--- src/rtl/prog_chain_pkg.sv ---
// prog_chain_pkg: shared types and sizing helpers for the config chain loader.
package prog_chain_pkg;

    typedef enum logic [2:0] {
        IDLE,
        WAIT_WORD,
        SHIFT_LO,
        SHIFT_HI,
        DONE
    } state_t;

    function automatic int num_words(input int chain_len, input int word_w);
        return (chain_len + word_w - 1) / word_w;
    endfunction

    function automatic int bit_cnt_w(input int chain_len);
        return $clog2(chain_len + 1);
    endfunction

    localparam int DEF_CHAIN_LEN = 1480;
    localparam int DEF_BIT_CNT_W = bit_cnt_w(DEF_CHAIN_LEN);

endpackage

--- src/rtl/prog_chain_loader_timer.sv ---
// prog_phase_timer: CLK_DIV down-counter, phase_end on the last phase cycle.
module prog_phase_timer
    import prog_chain_pkg::*;
#(
    parameter int CLK_DIV = 1
) (
    input  logic clk,
    input  logic reset,
    input  logic load,
    output logic phase_end
);

    localparam int W = (CLK_DIV > 1) ? $clog2(CLK_DIV) : 1;

    logic [W-1:0] cnt;

    always_ff @(posedge clk) begin
        if (reset) begin
            cnt <= '0;
        end else if (load) begin
            cnt <= W'(CLK_DIV - 1);
        end else if (cnt != '0) begin
            cnt <= cnt - 1'b1;
        end
    end

    assign phase_end = (cnt == '0);

endmodule

--- src/rtl/prog_chain_loader.sv ---
// prog_chain_loader: serializes a word stream into the fabric config chain.
// Define PROG_READBACK_EN to capture the old chain contents from prog_out.
module prog_chain_loader
    import prog_chain_pkg::*;
#(
    parameter int CHAIN_LEN = 1480,
    parameter int WORD_W    = 8,
    parameter int CLK_DIV   = 1
) (
    input  logic                           clk,
    input  logic                           reset,
    input  logic                           start,
    input  logic [WORD_W-1:0]              in_data,
    input  logic                           in_valid,
    output logic                           in_ready,
    output logic                           prog_in,
    output logic                           prog_clk,
    output logic                           prog_en,
    input  logic                           prog_out,
    output logic                           busy,
    output logic                           done,
    output logic [$clog2(CHAIN_LEN+1)-1:0] bit_cnt,
    output logic [WORD_W-1:0]              rd_data,
    output logic                           rd_valid
);

    localparam int CNT_W = bit_cnt_w(CHAIN_LEN);
    localparam int REM_W = $clog2(WORD_W + 1);
    localparam logic [CNT_W-1:0] LAST = CNT_W'(CHAIN_LEN);

    state_t            state;
    logic [WORD_W-1:0] sreg;
    logic [WORD_W-1:0] sreg_nx;
    logic [REM_W-1:0]  rem;
    logic              accept;
    logic              phase_end;
    logic              phase_load;

    assign in_ready   = (state == WAIT_WORD);
    assign accept     = in_ready && in_valid;
    assign sreg_nx    = sreg >> 1;
    assign phase_load = accept ||
                        (phase_end && (state == SHIFT_LO || state == SHIFT_HI));

    prog_phase_timer #(
        .CLK_DIV(CLK_DIV)
    ) u_timer (
        .clk      (clk),
        .reset    (reset),
        .load     (phase_load),
        .phase_end(phase_end)
    );

    always_ff @(posedge clk) begin
        if (reset) begin
            state    <= IDLE;
            sreg     <= '0;
            rem      <= '0;
            bit_cnt  <= '0;
            prog_in  <= 1'b0;
            prog_clk <= 1'b0;
            prog_en  <= 1'b0;
            busy     <= 1'b0;
            done     <= 1'b0;
        end else begin
            unique case (state)
                IDLE: begin
                    if (start) begin
                        state   <= WAIT_WORD;
                        busy    <= 1'b1;
                        prog_en <= 1'b1;
                        bit_cnt <= '0;
                    end
                end
                WAIT_WORD: begin
                    if (in_valid) begin
                        sreg    <= in_data;
                        prog_in <= in_data[0];
                        rem     <= REM_W'(WORD_W);
                        state   <= SHIFT_LO;
                    end
                end
                SHIFT_LO: begin
                    if (phase_end) begin
                        prog_clk <= 1'b1;
                        bit_cnt  <= bit_cnt + 1'b1;
                        rem      <= rem - 1'b1;
                        state    <= SHIFT_HI;
                    end
                end
                SHIFT_HI: begin
                    if (phase_end) begin
                        prog_clk <= 1'b0;
                        // Chain length wins over leftover word bits.
                        if (bit_cnt == LAST) begin
                            state   <= DONE;
                            done    <= 1'b1;
                            prog_en <= 1'b0;
                            busy    <= 1'b0;
                        end else if (rem != '0) begin
                            sreg    <= sreg_nx;
                            prog_in <= sreg_nx[0];
                            state   <= SHIFT_LO;
                        end else begin
                            state <= WAIT_WORD;
                        end
                    end
                end
                DONE: begin
                    done  <= 1'b0;
                    state <= IDLE;
                end
                default: state <= IDLE;
            endcase
        end
    end

`ifdef PROG_READBACK_EN
    localparam int IDX_W = (WORD_W > 1) ? $clog2(WORD_W) : 1;
    localparam logic [CNT_W-1:0] PENULT = CNT_W'(CHAIN_LEN - 1);

    logic [WORD_W-1:0] rd_buf;
    logic [WORD_W-1:0] rd_nx;
    logic [IDX_W-1:0]  rd_idx;
    logic              sample;

    assign sample = (state == SHIFT_LO) && phase_end;

    always_comb begin
        rd_nx         = rd_buf;
        rd_nx[rd_idx] = prog_out;
    end

    always_ff @(posedge clk) begin
        if (reset) begin
            rd_buf   <= '0;
            rd_idx   <= '0;
            rd_data  <= '0;
            rd_valid <= 1'b0;
        end else begin
            rd_valid <= 1'b0;
            if (state == IDLE && start) begin
                rd_buf <= '0;
                rd_idx <= '0;
            end else if (sample) begin
                if (rd_idx == IDX_W'(WORD_W - 1) || bit_cnt == PENULT) begin
                    rd_data  <= rd_nx;
                    rd_valid <= 1'b1;
                    rd_buf   <= '0;
                    rd_idx   <= '0;
                end else begin
                    rd_buf <= rd_nx;
                    rd_idx <= rd_idx + 1'b1;
                end
            end
        end
    end
`else
    logic unused_prog_out;

    assign unused_prog_out = prog_out;
    assign rd_data         = '0;
    assign rd_valid        = 1'b0;
`endif

endmodule

--- config.mk ---
export PLATFORM = sky130hd
export DESIGN_NAME = prog_chain_loader
export DESIGN_NICKNAME = d
export VERILOG_FILES = /design/src/rtl/prog_chain_pkg.sv /design/src/rtl/prog_chain_loader_timer.sv /design/src/rtl/prog_chain_loader.sv
export SDC_FILE = /design/constraint.sdc
export NUM_CORES = 1
export LEC_CHECK = 0
export BUFFER_PORTS_ARGS = -buffer_cell sky130_fd_sc_hd__buf_2
export CORE_MARGIN = 2
export CORE_UTILIZATION = 41
export DETAILED_ROUTE_END_ITERATION = 8
export GPL_ROUTABILITY_DRIVEN = 0
export PLACE_DENSITY = 0.69
export SETUP_SLACK_MARGIN = 0.1
export SLEW_MARGIN = 20
export SYNTH_ARGS = -nofsm -noshare
export SYNTH_HDL_FRONTEND = slang
export SYNTH_SLANG_ARGS = --single-unit
--- constraint.sdc ---
create_clock -name clk -period 2.08 [get_ports clk]
set_input_delay 0.104 -clock clk [delete_from_list [all_inputs] [get_ports clk]]
set_output_delay 0.104 -clock clk [all_outputs]
set_load 0.005 [all_outputs]
* Yosys cells after proc, flatten, opt, wreduce, memory -nomap -nowiden
Index checks and enable logic that the tools add are counted.
Storage, ports and cells: bits in registers 31, bits in latches 0, bits in writable memories 0, ROM bits 0, memories kept 0
Cells by class: add/sub/neg operators 3, $mul 0, divide/modulo/power cells 0, magnitude comparators 0, equal/unequal tests 12, shift operators 0, mux-type cells 33, bitwise operators 1, reduce and logical (&&, ||, !) cells 20
Operators with widths (count):
- $mux 8 | 4
- $mux 11 | 2
- $pmux 11 s2 | 1
- $pmux 8 s2 | 1
- $mux 3 | 5
- $pmux 3 s4 | 1
- $reduce_and 3->1 | 4
- $reduce_bool 2->1 | 6
- $add 11x1->11 const B | 1
- $eq 11x11->1 const B | 1
- $mux 1 | 11
- $ne 2x2->1 const B | 5
- $mux 4 | 2
- $pmux 1 s2 | 4
- $pmux 4 s2 | 1
- $reduce_and 4->1 | 2
- $eq 3x2->1 const B | 2
- $reduce_and 5->1 | 1
- $ne 2x1->1 const B | 2
- $reduce_bool 4->1 | 1
- $sub 4x1->4 const B | 1
- $eq 3x1->1 const B | 1
- $eq 3x3->1 const B | 1
- $logic_not 3->1 | 1
- 6 further kinds | 8

* Depth between registers and ports, before layout
Gate-level depths: netlist of the first run.
word-level depth 5, gate-level depth with buffers 6, depth with buffers taken out 6

* Hierarchy
Synthesis of the first run repeated with hierarchy kept, for this count alone.
Second synthesis, totals: cell total of the unflattened synthesis 185, area, all modules 1692.9 µm²
By module, submodules not included:
- prog_chain_loader | times used 1, cells each 182, area an instance 1665.3 µm², seq. area each 580.6 µm²
- prog_phase_timer | times used 1, cells each 3, area an instance 27.5 µm², seq. area each 20.0 µm²

* Worst setup path after synthesis of the first run
OpenSTA, ideal clock, no wires.
path type register to register, start point register rem[0], end point register sreg[1], arrival time 1640 ps, data required time 1994 ps, slack 355 ps, cell stages (with the launch flop) 7, path through dfxtp_1 -> inv_1 -> ha_1 -> nor3b_1 -> a221oi_1 -> a21oi_1 -> a211oi_1
On the way: word-level cells in the longest chain between the ends 3
Ends and longest elaborated chain:
- start, declared | RTL line prog_chain_loader.sv:34 | logic [REM_W-1:0] rem;
- start signal, assigned | RTL line prog_chain_loader.sv:79 | rem <= REM_W'(WORD_W);
- start signal, assigned | RTL line prog_chain_loader.sv:87 | rem <= rem - 1'b1;
- $reduce_bool 4->1 | RTL line prog_chain_loader.sv:100 | end else if (rem != '0) begin
- $ne 2x1->1 (no line)
- $reduce_and 5->1 (no line)
- end signal, assigned | RTL line prog_chain_loader.sv:77 | sreg <= in_data;
- end signal, assigned | RTL line prog_chain_loader.sv:101 | sreg <= sreg_nx;
- end, declared | RTL line prog_chain_loader.sv:32 | logic [WORD_W-1:0] sreg;
Every way passes these cells. A chain may end at the register's enable or synchronous reset.

* Final worst setup path of the first run
start point register bit_cnt[0], end point register sreg[2]
On the way: word-level cells in the longest chain between the ends 3
Ends and longest elaborated chain:
- start, declared | RTL line prog_chain_loader.sv:22 | output logic [$clog2(CHAIN_LEN+1)-1:0] bit_cnt,
- start signal, assigned | RTL line prog_chain_loader.sv:86 | bit_cnt <= bit_cnt + 1'b1;
- $eq 11x11->1 | RTL line prog_chain_loader.sv:95 | if (bit_cnt == LAST) begin
- $ne 2x2->1 (no line)
- $reduce_and 5->1 (no line)
Every way passes these cells.

==> summary.md, run 1 <==
| Metric | Value |
|---|---|
| Status | `completed` |
| Fin crit share | `0.8544` |
| Cell Rows | `22` |
| Vias | `1408` |
| GRT overflow | `0` |
| Maximum VDD drop | `0.3313 mV` |
| Die Ht | `about 66 um` |
| Initial antenna violation count | `0` |
| Die X | `66.13 um` |
| Peak Freq | `562.7 MHz` |
| Setup TNS | `0 ps` |
| Largest net degree at the start of global routing | `29` |
| Synth Register Bits | `30` |
| Pre-Repair DR Iteration Count | `4` |
| Static Leak | `0.0007223 uW` |
| # IOs | `39` |
| Longest Clk Path Bufs | `2` |
| Cell taking the most area after synthesis | `dfxtp_1` |
| Clk root buf | `clkbuf_8` |
| Area delta synth->final | `15.34%` |
| WP data required | `about 2200 ps` |
| Finished Core Util | `0.4949` |
| Syn avg cell area | `8.649 um^2` |
| Critical Path AT | `1920 ps` |
| Vias in the first global route | `about 1300` |
| Area contributors post-synth | `dfxtp_1 38%, a21oi_1 7.3%, a211oi_1 5.2%` |
| Final WS setup | `302.8 ps` |
| Post-CTS Resized | `0` |
| Ys flop type | `dfxtp_1` |
| GRT Total Usage | `0.1713` |
| Die ar. | `4373 um^2` |
| Antenna cell count | `0` |
| Hold Crit Class | `in -> reg` |
| Final Hold Fails | `0` |
| WP buf/inv | `1` |
| CTS tree | `done` |
| Netlist Area Pre-Place | `1583 um^2` |
| Clk_lat worst skew | `280 ps` |
| Vias per cell | `5.374` |
| Slew Viols, Final | `0` |
| Crit path time final | `1777 ps` |
| Post-detail-place hpwl | `~2500 um` |
| Unrepaired setup endpoints after global routing | `false` |
| Top Family by Delay on Critical Path | `compound AO/OA/AOI/OAI gates` |
| Startpoint Class | `flop` |
| Critical Path Sink Type | `flop` |
| Crit-path max FO | `8` |
| Residual DRC count | `0` |
| CTS Hold Bufs | `0` |
| Synthesis Warnings | `0` |
| Final WL | `~3500 um` |
| Setup repair bufs after CTS | `0` |
| CP peak stage delay | `410 ps` |
| Setup CP Type | `reg -> reg` |
| Routed Antenna Nets | `0` |
| Worst-Margin Slew | `around 520 ps` |
| Cells after Synth | `approximately 180` |
| Async S/R FF share, synth | `0` |
| Post-synthesis sequential area ratio | `0.3794` |
| Post-synth EDFFs | `0` |
| NumNets Final | `230` |
| Starting Density | `0.4291` |
| IO buf count | `28` |
| # Max-Cap Violations | `0` |
| Clk slew on worst S/H paths | `roughly 60 ps` |
| Slew HR | `0.6537` |
| Core area | `between 3000 and 4000 um^2` |
| Synth top area share | `0.3794` |
| Slowest CP cell | `dfxtp_1` |
| Num CTS Buffers | `5` |
| Power density cells | `671.6 nW/um^2` |
| Critical-path cell list | `inv_1, ha_1, nor4bb_2, a31o_2, a21oi_2, a211oi_1` |
| Netlist cell types | `46` |
| Layout cells sized above 1 | `0.2243` |
| TritonCTS Sinks | `30` |
| Final setup vio count | `0` |
| First-pass GRT wire length | `5664 um` |
| Pre-CTS setup slack | `139.2 ps` |
| 1st-iter DRT viols | `55` |
| H-tree depth | `2` |
| Fin Clk Skew | `around 7.4 ps` |
| Drt wl/cell | `between 10 and 15 um` |
synthesized netlist by cell type, types with 4 or more instances:
| master | number |
|---|---|
| nor2_1 | 16 |
| nand2_1 | 6 |
| clkbuf_1 | 6 |
| a211oi_1 | 11 |
| buf_4 | 11 |
| nand2b_1 | 4 |
| nand3_1 | 4 |
| o21ai_0 | 5 |
| inv_1 | 5 |
| mux2i_1 | 8 |
| a21oi_1 | 23 |
| dfxtp_1 | 30 |
cells in the final DEF (no fill, tap or decap), drive strengths merged, types with 3 or more instances in the layout:
cell type | Yosys | final
a211oi | 11 | 11
a21oi | 23 | 23
buf | 15 | 36
clkbuf | 6 | 7
conb | 1 | 10
dfxtp | 30 | 30
ha | 3 | 3
inv | 5 | 5
mux2i | 8 | 8
nand2 | 6 | 6
nand2b | 4 | 4
nand3 | 4 | 4
nand4 | 3 | 3
nor2 | 16 | 16
nor2b | 3 | 3
o21ai | 5 | 5
or4 | 3 | 3
xnor2 | 3 | 3
final timing paths:
kind,from,cells after the start,end,slack (ps)
worst min-delay path,in_data[7],3,sreg[7],90
worst min register to register,done,1,done,470
worst max-delay path,bit_cnt[0],6,sreg[2],300
worst max register to register,bit_cnt[0],6,sreg[2],300
stage by stage:
step                cells  hold WS [ps]  area, um^2  total power (uW)
floorplan             192         262.0        1617             764.7
global placement      255         375.2        1739             799.7
detailed placement    255         382.8        1739             803.3
CTS                   262         92.03        1815              1234
global route          262         107.3        1826              1285
finish                262         87.64        1826              1226
routing by layer:
metal | routed length (um) | vias to the layer above | GRT usage
li1 | - | 707 | -
met1 | 1595 | 662 | 0.2082
met2 | 1697 | 31 | 0.2713
met3 | 164 | 8 | 0.04770
met4 | 72 | 0 | 0.09439
met5 | 0 | - | 0
flip-flops by register name, summed over array words and instances (netlist names):
| signal | cells |
|---|---|
| bit_cnt | 11 |
| sreg | 8 |
| rem | 4 |
| state | 3 |
| busy | 1 |
| done | 1 |
| prog_clk | 1 |
| u_timer.cnt | 1 |
worst min-delay path: cells and delay by family:
family | cells | cell delay [ps]
buffers and inverters | 1 | 70
AO/OA/AOI/OAI | 1 | 100
AND/OR/NAND/NOR | 1 | 40
cell families (layout without fill, tap and decap cells):
family,count (synthesis),in the layout,synth area share
buf+inv,26,48,0.09881
simple gates,60,60,0.2213
fa+ha+maj,3,3,0.02372
compound gates,51,51,0.2016
other cells,1,10,0.002369
xor+xnor,4,4,0.02214
flops,30,30,0.3794
mux,8,8,0.05059
where the power goes:
group	switching, uW	internal, uW	total, uW
Clock	203	230	432
Combinational	96.3	77.0	173
Sequential	21.3	599	620
final cells by class:
class | count | area, um^2
well taps | 48 | 60.06
clock buffers | 7 | 76.32
repair buffers | 36 | 200.2
fillers | 373 | 1863
multi-input cells | 136 | 869.6
inverters | 5 | 18.77
flip-flops and latches | 30 | 600.6
Power figures use the tool's default switching activity.
==> run 2: changes to the inputs <==
- ABC_AREA: default -> 1
- PLACE_DENSITY: 0.69 -> 0.68
- TNS_END_PERCENT: default -> 20
==> summary.md, run 2 <==
| Metric | Value |
|---|---|
| Status | `completed` |
| Final WS setup | `between 400 and 500 ps` |
| Hold Path Depth | `4` |
| GRT overflow | `0` |
| Cell Rows | `24` |
| Post-Synth XOR/XNOR Area | `0.004698` |
| TritonCTS Sinks | `30` |
| CTS tree | `done` |
| Fin cells | `346` |
| Final Hold Fails | `0` |
| Crit path time final | `1623 ps` |
| Crit-path max FO | `17` |
| Die ar. | `approximately 5100 um^2` |
| Worst-Margin Slew | `521.7 ps` |
| Die Ht | `approximately 71 um` |
| Post-synth EDFFs | `0` |
| # Max-Cap Violations | `0` |
| Synth Area in Simple Gates | `0.3859` |
| Power density cells | `approximately 1100 nW/um^2` |
| Hold Crit Class | `in -> reg` |
| GRT Total Usage | `0.1499` |
| IO buf count | `28` |
| Compound-cell area share of the yosys netlist | `0.1322` |
| Num CTS Buffers | `5` |
| Synth top area share | `0.3221` |
| Vias per cell | `4.734` |
| Most common cell after layout, fill and taps aside | `nand2_1` |
| Layout cells sized above 1 | `0.2279` |
| Cells after Synth | `263` |
| Clk root buf | `clkbuf_8` |
| Setup CP Type | `reg -> reg` |
| Ys flop type | `dfxtp_1` |
| Regs by FF count | `bit_cnt (11), sreg (8), rem (4)` |
| Startpoint Class | `flop` |
| Cell taking the most area after synthesis | `dfxtp_1` |
| Post-CTS Resized | `0` |
| Drt wl/cell | `10.99 um` |
| Top cells by count, synth | `72 x nand2_1, 30 x dfxtp_1, 28 x inv_1, 23 x nor2_1, 20 x a21oi_1` |
| Largest family of logic cells by synthesized area | `simple AND/OR/NAND/NOR gates` |
| Max reg flops | `11` |
| Static Leak | `roughly 0.001 uW` |
| Peak Freq | `616.1 MHz` |
| Netlist Area Pre-Place | `1864 um^2` |
| Longest Clk Path Bufs | `2` |
| Top-count cell post-synth | `nand2_1` |
| Slew HR | `0.6518` |
| Vias in the first global route | `around 1400` |
| R2R cell count | `9` |
| Residual DRC count | `0` |
| NumNets Final | `309` |
| CTS Hold Bufs | `0` |
| Post-synthesis sequential area ratio | `0.3221` |
| Post-detail-place hpwl | `2774 um` |
| Synthesis Warnings | `0` |
| Die X | `between 70 and 80 um` |
| Fin Clk Skew | `4.284 ps` |
| Netlist cell types | `34` |
| Slew Viols, Final | `0` |
| H-tree depth | `2` |
| Largest net degree at the start of global routing | `18` |
| First-pass GRT wire length | `5982 um` |
| Starting Density | `0.4282` |
| Critical Path AT | `around 1800 ps` |
| Clk_lat worst skew | `280 ps` |
| Area contributors post-synth | `dfxtp_1 32%, nand2_1 14%, inv_1 5.6%` |
| Adder-cell share of the synthesized area | `0.02013` |
| Fin crit share | `0.7803` |
| Post-synthesis mux area share | `0` |
| Critical Path Sink Type | `flop` |
| # IOs | `39` |
| Setup TNS | `0 ps` |
| Antenna cell count | `0` |
| Placed instance area | `1986 um^2` |
| Pre-Repair DR Iteration Count | `4` |
| Fill cells | `467` |
| Placed cell count | `338` |
| Pre-CTS setup slack | `467.7 ps` |
| Syn avg cell area | `just over 7 um^2` |
| Async S/R FF share, synth | `0` |
| Core area | `around 4400 um^2` |
| Design Area, Final | `2092 um^2` |
| Most flops, register | `bit_cnt` |
| Setup repair bufs after CTS | `0` |
| Synth Register Bits | `30` |
| Final WL | `3804 um` |
| Final setup vio count | `0` |
| Maximum VDD drop | `about 0.38 mV` |
| Routed Antenna Nets | `0` |
| Vias | `1638` |
| Clk slew on worst S/H paths | `60 ps` |
| 1st-iter DRT viols | `62` |
| Commonest non-fill, non-tap cells in the layout | `72 x nand2_1, 30 x dfxtp_1, 28 x inv_1, 28 x buf_2, 23 x nor2_1` |
| Area delta synth->final | `12.21%` |
| Unrepaired setup endpoints after global routing | `false` |
| Initial antenna violation count | `0` |
| WP data required | `2260 ps` |
==> run 2: final timing paths <==
path         startpoint  slack, ps  endpoint
max reg2reg  bit_cnt[0]        460      busy
max          bit_cnt[0]        460      busy
min            in_valid        100    rem[2]
min reg2reg        done        450      done
==> run 2: area by class of cell <==
cell class | count | area (um^2) | area share
multi-input cells | 194 | 1050 | 0.5018
inverters | 34 | 130.1 | 0.06220
clock buffers | 7 | 76.32 | 0.03648
clock inverters | 1 | 30.03 | 0.01435
repair buffers | 28 | 140.1 | 0.06699
flip-flops and latches | 30 | 600.6 | 0.2871
well taps | 52 | 65.06 | 0.03110
==> run 2: kinds of logic after synthesis <==
| group | after synthesis |
|---|---|
| AND/OR/NAND/NOR | 137 |
| flip-flops | 30 |
| AO/OA/AOI/OAI | 43 |
| XOR/XNOR | 1 |
| other | 1 |
| adder cells (fa/ha/maj) | 3 |
| buffers and inverters | 48 |
==> run 2: worst max-delay path, cell delays in order, from the launching register on <==
cell and delay (ps):
dfxtp_1 370, inv_1 80, ha_1 140, nand3_1 80, nor2_1 230, nand3_4 300
inv_1 150, nand2_1 80, nand2_1 60, inv_1 40
==> run 2: per-layer routing <==
| layer | track usage | vias to the layer above | wire (um) |
|---|---|---|---|
| met3 | 0.04641 | 6 | 153 |
| met2 | 0.2521 | 25 | 1853 |
| met4 | 0.05451 | 0 | 48 |
| met1 | 0.1801 | 730 | 1748 |
| met5 | 0 | - | 0 |
| li1 | - | 877 | - |
==> run 2: per-stage QoR <==
step,total power (uW),utilization,hold WS [ps]
after floorplan,1627,-,251.5
after global placement,1738,0.4560,387.5
after detailed placement,1756,0.4560,387.4
after CTS,2356,0.4805,91.10
after global routing,2527,0.4805,108.4
final,2322,0.4805,102.1
==> run 2: where the power goes <==
group | internal (uW) | total [uW] | switching (uW)
registers | 699 | 803 | 104
clock network | 358 | 575 | 217
logic | 352 | 944 | 592
